`src/rtl/tx_word_arbiter.sv`:
```
// tx_word_arbiter
// Round-robin arbiter that shares the 16-bit word-send side of a UART
// transceiver among NUM_REQ requesters. Each granted word may be preceded
// by a header word {HDR_TAG, id}. A watchdog aborts a word whose
// data_send_done never arrives. Every output comes straight from a flop.

module tx_word_arbiter #(
    parameter int         NUM_REQ     = 4,
    parameter int         HDR_EN      = 1,
    parameter logic [7:0] HDR_TAG     = 8'hA5,
    parameter int         TIMEOUT_CYC = 20000
) (
    input  logic                   clk,
    input  logic                   rst,
    input  logic [NUM_REQ-1:0]     req_valid,
    input  logic [16*NUM_REQ-1:0]  req_data,
    output logic [NUM_REQ-1:0]     req_grant,
    output logic [NUM_REQ-1:0]     req_done,
    output logic                   req_err,
    output logic [15:0]            data_send,
    output logic                   data_send_valid,
    input  logic                   data_send_done,
    output logic                   busy,
    output logic                   timeout_err,
    input  logic                   clear_err
);

    // A single requester still needs a 1-bit id field.
    localparam int ID_W  = (NUM_REQ > 1) ? $clog2(NUM_REQ) : 1;
    localparam int CNT_W = $clog2(TIMEOUT_CYC + 1);

    localparam logic PH_HDR = 1'b0;
    localparam logic PH_PLD = 1'b1;

    typedef enum logic [2:0] {
        S_IDLE   = 3'd0,
        S_GRANT  = 3'd1,
        S_ISSUE  = 3'd2,
        S_WAIT   = 3'd3,
        S_FINISH = 3'd4
    } state_t;

    state_t             state_q, state_d;
    logic [ID_W-1:0]    ptr_q, ptr_d;
    logic [ID_W-1:0]    id_q, id_d;
    logic [15:0]        word_q, word_d;
    logic               phase_q, phase_d;
    logic [CNT_W-1:0]   cnt_q, cnt_d;
    logic [NUM_REQ-1:0] req_grant_q, req_grant_d;
    logic [NUM_REQ-1:0] req_done_q, req_done_d;
    logic               req_err_q, req_err_d;
    logic [15:0]        data_send_q, data_send_d;
    logic               data_send_valid_q, data_send_valid_d;
    logic               busy_q, busy_d;
    logic               timeout_err_q, timeout_err_d;

    logic               win_found_s;
    logic [ID_W-1:0]    win_id_s;
    logic [15:0]        hdr_word_s;

    // Round-robin search: first pending requester after the last winner.
    always_comb begin
        win_found_s = 1'b0;
        win_id_s    = ptr_q;
        for (int k = 1; k <= NUM_REQ; k++) begin
            if (!win_found_s && req_valid[(int'(ptr_q) + k) % NUM_REQ]) begin
                win_found_s = 1'b1;
                win_id_s    = ID_W'((int'(ptr_q) + k) % NUM_REQ);
            end else begin
                win_found_s = win_found_s;
            end
        end
    end

    assign hdr_word_s = {HDR_TAG, 8'(id_q)};

    // Next-state and next-output logic; outputs are computed for the state being entered.
    always_comb begin
        state_d           = state_q;
        ptr_d             = ptr_q;
        id_d              = id_q;
        word_d            = word_q;
        phase_d           = phase_q;
        cnt_d             = cnt_q;
        req_grant_d       = '0;
        req_done_d        = '0;
        req_err_d         = 1'b0;
        data_send_d       = data_send_q;
        data_send_valid_d = 1'b0;

        // A timeout raised below in the same cycle overrides the clear.
        if (clear_err) begin
            timeout_err_d = 1'b0;
        end else begin
            timeout_err_d = timeout_err_q;
        end

        case (state_q)
            S_IDLE: begin
                if (win_found_s) begin
                    state_d               = S_GRANT;
                    ptr_d                 = win_id_s;
                    id_d                  = win_id_s;
                    word_d                = req_data[16*int'(win_id_s) +: 16];
                    phase_d               = (HDR_EN != 0) ? PH_HDR : PH_PLD;
                    req_grant_d[win_id_s] = 1'b1;
                end else begin
                    state_d = S_IDLE;
                end
            end
            S_GRANT: begin
                state_d           = S_ISSUE;
                data_send_d       = (phase_q == PH_HDR) ? hdr_word_s : word_q;
                data_send_valid_d = 1'b1;
            end
            S_ISSUE: begin
                state_d = S_WAIT;
                cnt_d   = '0;
            end
            S_WAIT: begin
                // done is checked first so a done on the expiry cycle is not an error.
                if (data_send_done) begin
                    if (phase_q == PH_HDR) begin
                        state_d           = S_ISSUE;
                        phase_d           = PH_PLD;
                        data_send_d       = word_q;
                        data_send_valid_d = 1'b1;
                    end else begin
                        state_d          = S_FINISH;
                        req_done_d[id_q] = 1'b1;
                        req_err_d        = 1'b0;
                    end
                end else if (cnt_q == CNT_W'(TIMEOUT_CYC - 1)) begin
                    state_d          = S_FINISH;
                    req_done_d[id_q] = 1'b1;
                    req_err_d        = 1'b1;
                    timeout_err_d    = 1'b1;
                end else begin
                    cnt_d = cnt_q + CNT_W'(1);
                end
            end
            S_FINISH: begin
                state_d = S_IDLE;
            end
            default: begin
                state_d = S_IDLE;
            end
        endcase

        busy_d = (state_d != S_IDLE);
    end

    // State and output registers; reset points the pointer so requester 0 wins first.
    always_ff @(posedge clk or posedge rst) begin
        if (rst) begin
            state_q           <= S_IDLE;
            ptr_q             <= ID_W'(NUM_REQ - 1);
            id_q              <= '0;
            word_q            <= 16'h0000;
            phase_q           <= PH_HDR;
            cnt_q             <= '0;
            req_grant_q       <= '0;
            req_done_q        <= '0;
            req_err_q         <= 1'b0;
            data_send_q       <= 16'h0000;
            data_send_valid_q <= 1'b0;
            busy_q            <= 1'b0;
            timeout_err_q     <= 1'b0;
        end else begin
            state_q           <= state_d;
            ptr_q             <= ptr_d;
            id_q              <= id_d;
            word_q            <= word_d;
            phase_q           <= phase_d;
            cnt_q             <= cnt_d;
            req_grant_q       <= req_grant_d;
            req_done_q        <= req_done_d;
            req_err_q         <= req_err_d;
            data_send_q       <= data_send_d;
            data_send_valid_q <= data_send_valid_d;
            busy_q            <= busy_d;
            timeout_err_q     <= timeout_err_d;
        end
    end

    assign req_grant       = req_grant_q;
    assign req_done        = req_done_q;
    assign req_err         = req_err_q;
    assign data_send       = data_send_q;
    assign data_send_valid = data_send_valid_q;
    assign busy            = busy_q;
    assign timeout_err     = timeout_err_q;

endmodule
```
`config.mk`:
```
export PLATFORM = sky130hd
export DESIGN_NAME = tx_word_arbiter
export DESIGN_NICKNAME = d
export VERILOG_FILES = /design/src/rtl/tx_word_arbiter.sv
export SDC_FILE = /design/constraint.sdc
export NUM_CORES = 1
export LEC_CHECK = 0
export BUFFER_PORTS_ARGS = -buffer_cell sky130_fd_sc_hd__buf_4
export CAP_MARGIN = 20
export CORE_ASPECT_RATIO = 0.9
export CORE_MARGIN = 3
export CORE_UTILIZATION = 47
export DETAILED_ROUTE_END_ITERATION = 10
export HOLD_SLACK_MARGIN = 0.15
export PLACE_DENSITY = 0.85
export SYNTH_ARGS = -nofsm -noshare
export SYNTH_HDL_FRONTEND = slang
export SYNTH_SLANG_ARGS = --single-unit
```
`constraint.sdc`:
```
create_clock -name clk -period 2 [get_ports clk]
set_input_delay 0.1 -clock clk [delete_from_list [all_inputs] [get_ports clk]]
set_output_delay 0.1 -clock clk [all_outputs]
set_load 0.01 [all_outputs]
```
==> results.toml <==
[finish]
final_cell_count_no_fill = 610
synthToLayoutAreaGrowth_pct = 53.0
stdcell_area_um2 = 5250
n_antenna_cell = 0
final_nets = 588
drive_gt1_frac = 0.333
n_fill_cell = 365

[sta]
setup_viol = 8
fin_crit_sh = 1.12
finalWorstPathRequiredPeriod_ns = 2.24
fin_skew_ns = 0.0141
whs_ns = 0.158
slew_headroom = 0.565
slew_viol_final = 0
tns_ns = -1.23
hold_viol = 0
worstMarginPinSlew_ns = 0.652
fmaxAchievable_ghz = 0.447
rsz0062_at_grt = "true"
setup_slack_ns = -0.239

[yosys]
synth_edf_count = 0
avgSynthCellArea_um2 = 10.1
synth.most_common_cell = "dfrtp_1"
synth_top_flop_cell = "dfrtp_1"
synth_cells = 341
synth.area.top_cells = "dfrtp_1 (47%), mux2i_1 (5.8%), a21o_1 (3.9%)"
synth-seq-cells = 67
netlist.area_leader.share = 0.474
synth_top_cell_by_area = "dfrtp_1"
async_reset_ff_frac = 1.00
synth_nets = 414
synth_common_cells = "dfrtp_1 (65), nand2_1 (30), nor2_1 (26), mux2i_1 (20), nand4_1 (19)"
ys_warn_count = 0
synth_cell_types = 47
synth_area_um2 = 3430
yosysSeqAreaShare = 0.490

[routing]
drt-pass1-iter-count = 6
drc = 0
wl_per_cell_um = 19.8
drt_iter0_markers = 304
num_vias = 3728
wl_mm = 12.1
vias_per_cell = 6.11
ant_nets = 0

[setup_path]
startpoint = "cnt_q[7]"
cp_max_fo = 4
timing.rr.end = "req_done[3]"
crit_slowest_cell = "or4b_4"
cp-start-kind = "flop"
reg2reg_slack_ns = -0.24
slowest_delay_ns = 0.54
path_class = "flop to flop"
r2r-start = "cnt_q[7]"
required_ns = 2.28
reg2regPathDepth = 6
crit_end = "req_done[3]"
cp.arrival_ns = 2.52
crit_chain = "or4b_4, or4_4, o21a_1, or2_4, inv_2, and3_1"
critPathCaptureType = "flop"

[global_routing]
grt_pass1_wl_mm = 19.7
use_met3 = 0.0752
grtUsageMet1 = 0.406
antenna_found_initial = 0
grt_max_degree = 44
gr-usage-met2 = 0.473
grt_pass1_vias = 3816
track_usage = 0.306
top_usage_layer = "met2"
gr-total-overflow = 0

[clock_tree]
clock-root-buffer = "clkbuf_8"
cts_sinks = 67
cts_inserted_buffers = 9
clk_latency_ns = 0.36
clk_pin_slew_ns = 0.07
clockBufferDepth = 2
h-tree-depth = 3
cts_tree = "yes"

[placement]
place_area_um2 = 4430
dp_hpwl_mm = 6.79
gp_congestion = 0.859
port_buffers = 99
place_ws_ns = -0.123
dp_cells = 536

[floorplan]
io_pins = 100
start_util = 0.502
core-area_um2 = 6830
std_cell_rows = 28
dieArea_um2 = 8360
die_w_um = 96.0
die_h_um = 87.0

[hold_path]
hp-class = "input port to flop"

[outcome]
status = "finished, violations left"
violations = "setup timing"

[power_and_ir_drop]
leakagePower_nw = 2.47
ir_worst_vdd_uv = 576
powerDensity_nw_per_um2 = 1160

[job]
max_cap_violations = 0
-- cells in the final DEF, fill, tap and decap left out, drive strengths merged, types with 7 or more instances in the layout --
cell type	Yosys	final
o31ai	16	16
clkbuf	17	11
nor2	26	26
nor3	7	7
o211ai	17	17
xnor2	11	11
mux2i	20	20
o21ai	10	10
dfrtp	65	65
a21o	18	18
nand2	30	30
a22o	10	10
a21oi	7	7
buf	6	136
inv	8	8
dlygate4sd3	0	50
nand4	19	19
-- critical path, delay by kind of cell (launching register included) --
family	cells	cell delay, ns
flops	1	0.39
compound gates	1	0.22
simple gates	4	1.47
buf+inv	1	0.07
-- metrics by stage --
stage,power [mW],utilization
detailed placement,4.56,0.648
global route,6.43,0.768
CTS,5.80,0.753
floorplan,3.62,-
global placement,4.46,0.648
finish,6.11,0.768
-- cell type report --
type / count / area, µm² / area share
clock buffers: 11 / 141 / 0.0269
flip-flops and latches: 67 / 1680 / 0.320
inverters: 8 / 30.0 / 0.00572
well taps: 90 / 113 / 0.0215
repair buffers: 186 / 1540 / 0.294
multi-input cells: 243 / 1680 / 0.320
clock inverters: 5 / 62.6 / 0.0119
-- cells by family (layout without fill, tap and decap cells) --
family / Yosys count / count (layout) / synth area share
AND/OR/NAND/NOR: 118 / 118 / 0.186
XOR/XNOR: 11 / 11 / 0.0281
buffers and inverters: 31 / 210 / 0.0376
multiplexers: 20 / 20 / 0.0584
flip-flops: 67 / 67 / 0.490
adder cells (fa/ha/maj): 1 / 1 / 0.00365
AO/OA/AOI/OAI: 93 / 93 / 0.196
-- repair_timing --
item,in CTS,in global routing
endpoints found under the hold margin,43,0
gates resized for setup,5,9
pin swaps,0,7
hold buffers,50,0
setup endpoints to repair,23,32
buffers inserted,0,8
-- metal layers --
metal  share of wire  vias to the layer above
li1                -                     1608
met1            0.39                     1806
met2            0.47                      274
met3            0.11                       40
met4           0.033                        0
met5               0                        -
-- worst min-delay path by stage --
stage	startpoint	cells past startpoint	end	slack, ns
detailed placement	rst	2	cnt_q[3]	0.18
finish	req_data[26]	4	word_q[10]	0.16
global placement	rst	2	cnt_q[3]	0.18
global route	req_data[0]	4	word_q[0]	0.18
floorplan	data_send_done	1	req_err	0.18
CTS	req_data[24]	4	word_q[8]	0.15
-- sequential cells by signal, indices dropped and copies added (netlist names) --
signal           count
req_done             4
req_grant            4
timeout_err          1
id_q                 2
data_send_valid      1
phase_q              1
busy                 1
ptr_q                2
data_send           16
word_q              16
cnt_q               15
state_q              3
req_err              1
-- report_power, final --
| part | switching, mW | leakage (nW) | internal [mW] | total [mW] |
|---|---|---|---|---|
| logic | 1.50 | 1.52 | 1.28 | 2.78 |
| registers | 0.367 | 0.858 | 1.80 | 2.16 |
| clock network | 0.545 | 0.0957 | 0.614 | 1.16 |
| total | 2.41 | 2.47 | 3.69 | 6.11 |
Power figures use the tool's default switching activity.
